## src/rtl/byte_serializer.sv

```systemverilog
// UART-style byte serializer: 1 start bit, 8 data bits LSB first, 1 stop bit, BAUD_DIV clocks per bit.
// Latency: start bit on TX the edge send_byte is accepted; byte_sent pulses 10*BAUD_DIV clocks later.
// Backpressure: busy high for the whole frame; send_byte during busy is dropped, never queued.
module byte_serializer #(
    parameter int BAUD_DIV = 2604
) (
    input  logic       clk,
    input  logic       rst_n,
    input  logic       send_byte,
    input  logic [7:0] tx_byte,
    output logic       TX,
    output logic       busy,
    output logic       byte_sent
);

    localparam int BW = (BAUD_DIV > 1) ? $clog2(BAUD_DIV) : 1;
    localparam logic [BW-1:0] BAUD_LAST = BW'(BAUD_DIV - 1);

    typedef enum logic {
        IDLE  = 1'b0,
        SHIFT = 1'b1
    } state_t;

    state_t        state_q, state_d;
    logic [BW-1:0] baud_cnt_q, baud_cnt_d;
    logic [3:0]    bit_cnt_q, bit_cnt_d;
    logic [9:0]    shift_q, shift_d;
    logic          tx_q, tx_d;
    logic          busy_q, busy_d;
    logic          byte_sent_q, byte_sent_d;

    always_ff @(posedge clk) begin
        if (!rst_n) begin
            state_q     <= IDLE;
            baud_cnt_q  <= '0;
            bit_cnt_q   <= '0;
            shift_q     <= '1;
            tx_q        <= 1'b1;
            busy_q      <= 1'b0;
            byte_sent_q <= 1'b0;
        end else begin
            state_q     <= state_d;
            baud_cnt_q  <= baud_cnt_d;
            bit_cnt_q   <= bit_cnt_d;
            shift_q     <= shift_d;
            tx_q        <= tx_d;
            busy_q      <= busy_d;
            byte_sent_q <= byte_sent_d;
        end
    end

    always_comb begin
        state_d     = state_q;
        baud_cnt_d  = baud_cnt_q;
        bit_cnt_d   = bit_cnt_q;
        shift_d     = shift_q;
        tx_d        = tx_q;
        busy_d      = busy_q;
        byte_sent_d = 1'b0;

        case (state_q)
            IDLE: begin
                tx_d   = 1'b1;
                busy_d = 1'b0;
                if (send_byte) begin
                    shift_d    = {1'b1, tx_byte, 1'b0};
                    baud_cnt_d = '0;
                    bit_cnt_d  = '0;
                    tx_d       = 1'b0;
                    busy_d     = 1'b1;
                    state_d    = SHIFT;
                end
            end
            SHIFT: begin
                if (baud_cnt_q == BAUD_LAST) begin
                    baud_cnt_d = '0;
                    shift_d    = {1'b1, shift_q[9:1]};
                    bit_cnt_d  = bit_cnt_q + 4'd1;
                    tx_d       = shift_q[1];
                    // Tenth bit period ends here: back to IDLE so a send_byte
                    // raised during the byte_sent cycle is taken on the next edge.
                    if (bit_cnt_q == 4'd9) begin
                        state_d     = IDLE;
                        tx_d        = 1'b1;
                        busy_d      = 1'b0;
                        byte_sent_d = 1'b1;
                    end
                end else begin
                    baud_cnt_d = baud_cnt_q + BW'(1);
                end
            end
            default: state_d = IDLE;
        endcase
    end

    assign TX        = tx_q;
    assign busy      = busy_q;
    assign byte_sent = byte_sent_q;

endmodule

```

## config.mk

```make
export PLATFORM = sky130hd
export DESIGN_NAME = byte_serializer
export DESIGN_NICKNAME = d
export VERILOG_FILES = /design/src/rtl/byte_serializer.sv
export SDC_FILE = /design/constraint.sdc
export NUM_CORES = 1
export LEC_CHECK = 0
export BUFFER_PORTS_ARGS = -buffer_cell sky130_fd_sc_hd__buf_4
export CAP_MARGIN = 40
export CORE_MARGIN = 8
export CORE_UTILIZATION = 61
export CTS_CLUSTER_DIAMETER = 50
export CTS_CLUSTER_SIZE = 20
export DETAILED_ROUTE_END_ITERATION = 16
export HOLD_SLACK_MARGIN = 0.02
export PLACE_DENSITY = 0.85
export SLEW_MARGIN = 20
export SYNTH_ARGS = -nofsm -noshare
export SYNTH_HDL_FRONTEND = slang
export SYNTH_SLANG_ARGS = --single-unit
```

## constraint.sdc

```tcl
create_clock -name clk -period 5.1 [get_ports clk]
set_clock_uncertainty 0.2 [all_clocks]
set_input_delay 0.255 -clock clk [delete_from_list [all_inputs] [get_ports clk]]
set_output_delay 0.255 -clock clk [all_outputs]
set_load 0.02 [all_outputs]
```

== After elaboration in Yosys (flattened, before gate mapping) ==
Index checks and enable logic that the tools add are counted.
Word-level totals
  register bits after elaboration: 30
  word-level logic and storage cells: 39
Cells by class
  bitwise operators: 1
  multiplexer cells: 21
  reductions and logical operators: 3
  $add $sub $neg: 2
  equality and inequality tests: 5
Operator list (count)
  12-bit 2-to-1 mux: 2
  12-bit case mux with 2 select lines: 1
  10-bit 2-to-1 mux: 2
  10-bit case mux with 2 select lines: 1
  12-bit by 1-bit adder with 12-bit output (second input constant): 1
  12-bit == test (second input constant): 1
  1-bit 2-to-1 mux: 9
  4-bit 2-to-1 mux: 2
  4-bit case mux with 2 select lines: 1
  1-bit case mux with 2 select lines: 3
  4-bit by 1-bit adder with 4-bit output (second input constant): 1
  4-bit == test (second input constant): 1
  2-bit by 1-bit != test with 1-bit output (second input constant): 2
  2-bit AND reduction: 2
  3-bit AND reduction: 1
  2-bit != test (second input constant): 1
  1-bit inverter: 1

== Logic depth before layout (Yosys ltp) ==
  depth in word-level cells: 4
  gate-level depth with buffers: 6
  gate-level depth less buffers: 6

== Worst setup path after synthesis ==
No wires, ideal clock.
  path type: flip-flop to flip-flop
  start point: reg baud_cnt_q[0]
  end point: reg shift_q[3]
  cell stages (with the launch flop): 7
  arrival time: 1.524 ns
  setup slack: 3.302 ns
  library setup time: 0.074 ns
  cells stage by stage: dfxtp_1 -> ha_1 -> and4bb_2 -> nand4_2 -> buf_2 -> and4b_1 -> a31oi_1
On the way
  longest elaborated chain between the ends: 3
Ends and longest elaborated chain
  start: declaration: RTL line 25  | logic [BW-1:0] baud_cnt_q, baud_cnt_d;
  start signal: assignment: RTL line 43  | baud_cnt_q <= baud_cnt_d;
  12-bit == test: RTL line 75  | if (baud_cnt_q == BAUD_LAST) begin
  2-bit by 1-bit != test with 1-bit output (no source line)
  2-bit AND reduction (no source line)
  end signal: assignment: RTL line 45  | shift_q <= shift_d;
  end: declaration: RTL line 27  | logic [9:0] shift_q, shift_d;
Every way passes these cells.
A chain may end at the register's enable or synchronous reset.

== Worst setup path after layout ==
  start point: reg baud_cnt_q[0]
  end point: reg baud_cnt_q[6]
On the way
  longest elaborated chain between the ends: 3
  elaborated cells between the ends (all ways): 4
Ends and longest elaborated chain
  12-bit by 1-bit adder with 12-bit output or 12-bit == test (tied branches): RTL line 89, 75
  12-bit 2-to-1 mux *: RTL line 75
  12-bit case mux with 2 select lines *: RTL line 61  | case (state_q)
Every way passes the cells marked *; elsewhere a longest branch is shown, timed or not.

==> results.json <==
{
  "synth_fp_nets": 171,
  "cap_viol_max_count": 0,
  "io_buffers": 13,
  "grt_pass1_wl_mm": 4.98,
  "gp_congestion": 0.854,
  "async_flop_share": 0,
  "slew_headroom": 0.536,
  "leakagePower_nw": 0.628,
  "die_width_um": 64.2,
  "finalSetupViolCount": 0,
  "dp_hpwl_mm": 2.06,
  "synthTopCellsByArea": "dfxtp_1 (40%), a31oi_1 (6.2%), mux2i_1 (5.7%), and4b_1 (5.0%), nand2_1 (3.4%)",
  "hold-path-cell-count": 3,
  "r2r-end": "baud_cnt_q[6]",
  "slew_violations": 0,
  "postCtsSetupBuffers": 0,
  "area_delta_synth_final_pct": 11.3,
  "yosysSeqAreaShare": 0.396,
  "synth_edf_count": 0,
  "clkTransAtPathRegs_ns": 0.16,
  "tns_ns": 0,
  "synth_area_sq_mm": 0.00142,
  "h-tree-depth": 1,
  "yosysUniqueCellTypes": 43,
  "grt_max_degree": 29,
  "yosysTopAreaCellShare": 0.396,
  "whs_endpoint": "shift_q[7]",
  "clockBufferDepth": 2,
  "ant_nets": 0,
  "row_count": 17,
  "drc": 0,
  "final_cells": 195,
  "cp_data_arrival_time_ns": 2.26,
  "cts_resized": 0,
  "grt_setup_unrepaired": "no",
  "min_period_over_period": 0.431,
  "pwr-share-seq": 0.555,
  "hold_violations": 0,
  "setup_ws_ns": 2.90,
  "cell_internal_pwr_w": 0.000325,
  "grt-ovfl-total": 0,
  "fmax_mhz": 455,
  "ir_drop_uv": 208,
  "yosysWarningCount": 0,
  "crit_type": "flip-flop to flip-flop",
  "vias": 1214,
  "p_per_area_mw_per_mm2": 267,
  "num_antenna_cells": 0,
  "swShare": 0.226,
  "r2r-start": "baud_cnt_q[0]",
  "p_total_w": 0.000420,
  "yosysMostFrequentCell": "dfxtp_1",
  "critPathCaptureType": "flip-flop",
  "fin_util": 0.712,
  "cts_tree": "yes",
  "clkPwrFrac": 0.348,
  "reg2regPathDepth": 5,
  "core-area_sq_mm": 0.00221,
  "cts_root_buf": "clkbuf_4",
  "n_fill_cell": 185,
  "start_util": 0.640,
  "synth_top_area_cell": "dfxtp_1",
  "avgRoutedWirePerCell_um": 14.9,
  "drive_gt1_frac": 0.150,
  "comb_power_share": 0.097,
  "first_pass_iters": 6,
  "globalRouteTotalUtil": 0.145,
  "wl_mm": 2.91,
  "worstMarginPinSlew_ns": 0.694,
  "ys.flop_type": "dfxtp_1",
  "dieArea_sq_mm": 0.00412,
  "antenna_found_initial": 0,
  "cts_buffers": 3,
  "period_needed_ns": 2.20,
  "ys_top_cells_by_count": "dfxtp_1 (28), a31oi_1 (14), nand2_1 (13)",
  "power.switching_w": 0.0000949,
  "required_ns": 5.17,
  "dp_cells": 190,
  "hold_path.class": "input pin to flip-flop",
  "grt_pass1_vias": 1162,
  "status": "complete, no violations",
  "place_ws_ns": 2.95,
  "clock_latency_ns": 0.33,
  "nNetsFinal": 182,
  "ys_ff_latch": 28,
  "reg2reg_slack_ns": 2.90,
  "avgSynthCellArea_sq_um": 9.01,
  "cts_sinks": 28,
  "die_h_um": 64.2,
  "crit_path_start_kind": "flip-flop",
  "syn_inst": 157,
  "crit_fanout": 15,
  "viasPerCell": 6.23,
  "ios": 14,
  "worstHoldStart": "tx_byte[6]",
  "drt_iter0_markers": 52
}
## layout by cell type (no fill, tap or decap), types with 3 or more instances in the layout
master,netlist,routed
dfxtp_1,28,28
a31oi_1,14,14
nand2_1,13,13
buf_4,0,13
nor2_1,10,10
mux2i_1,8,8
a21oi_1,7,7
and4b_1,7,7
nand3_1,6,6
a22o_1,3,3
o21ai_0,3,3
nor2b_1,3,3
or3_1,3,3
o21a_1,3,3
ha_1,3,3
clkbuf_4,0,3
## repair_timing
item,in CTS,in global routing
setup endpoints to repair,0,0
hold buffers,1,0
hold endpoints to repair,1,0
## per-stage QoR
step           area (sq um)  hold slack, ns
5_1_grt                1580          0.0247
4_1_cts                1580          0.0232
6_report               1580          0.0258
3_5_place_dp           1510           0.261
2_1_floorplan          1420           0.247
3_3_place_gp           1510           0.257
## layout make-up
class / instances / area [sq um] / area share
inverters: 4 / 15.0 / 0.00953
repair buffers: 14 / 108 / 0.0683
well taps: 28 / 35.0 / 0.0222
flip-flops and latches: 28 / 561 / 0.356
clock inverters: 1 / 30.0 / 0.0191
clock buffers: 3 / 22.5 / 0.0143
multi-input cells: 117 / 805 / 0.511
## worst max path at each step
stage / end / start / cells after the start / slack (ns)
2_1_floorplan: shift_q[3] / baud_cnt_q[0] / 6 / 3.30
3_3_place_gp: bit_cnt_q[3] / baud_cnt_q[0] / 5 / 3.03
3_5_place_dp: bit_cnt_q[3] / baud_cnt_q[0] / 5 / 2.95
4_1_cts: bit_cnt_q[3] / baud_cnt_q[0] / 5 / 2.90
5_1_grt: baud_cnt_q[7] / baud_cnt_q[0] / 5 / 2.74
6_report: baud_cnt_q[6] / baud_cnt_q[0] / 5 / 2.90
## per-layer routing
metal  track usage  part of all wire  wire, um
met3        0.0314             0.033        97
met5             0                 0         0
met2         0.245              0.48      1410
met1         0.169              0.46      1350
met4        0.0736             0.019        56
## power groups by stage
stage                     Clock, W  Combinational [W]  Sequential (W)
after global placement           0          0.0000381        0.000237
after floorplan                  0          0.0000281        0.000236
final                     0.000146          0.0000407        0.000233
after detailed placement         0          0.0000399        0.000238
after CTS                 0.000148          0.0000406        0.000233
after global routing      0.000158          0.0000442        0.000234
## cells by family (layout without fill, tap and decap cells)
family          count (synthesis)  in the layout  share of synthesized area
compound gates                 42             42                      0.198
xor+xnor                        3              3                     0.0186
fa+ha+maj                       3              3                     0.0265
buf+inv                        12             22                     0.0354
flops                          28             28                      0.396
mux                             8              8                     0.0566
simple gates                   61             61                      0.269
## sequential cells by signal, indices dropped and copies added, names as in the netlist
register,cells
baud_cnt_q,12
shift_q,8
state_q,1
busy,1
bit_cnt_q,4
byte_sent,1
TX,1
## critical path, stage by stage, from the launching register on
cell      delay [ns]
dfxtp_1         0.38
ha_1            0.26
and4bb_2        0.29
a31oi_2         0.61
o21ai_0         0.19
a31oi_1         0.20
No activity file was read; power rests on OpenSTA's default activity.
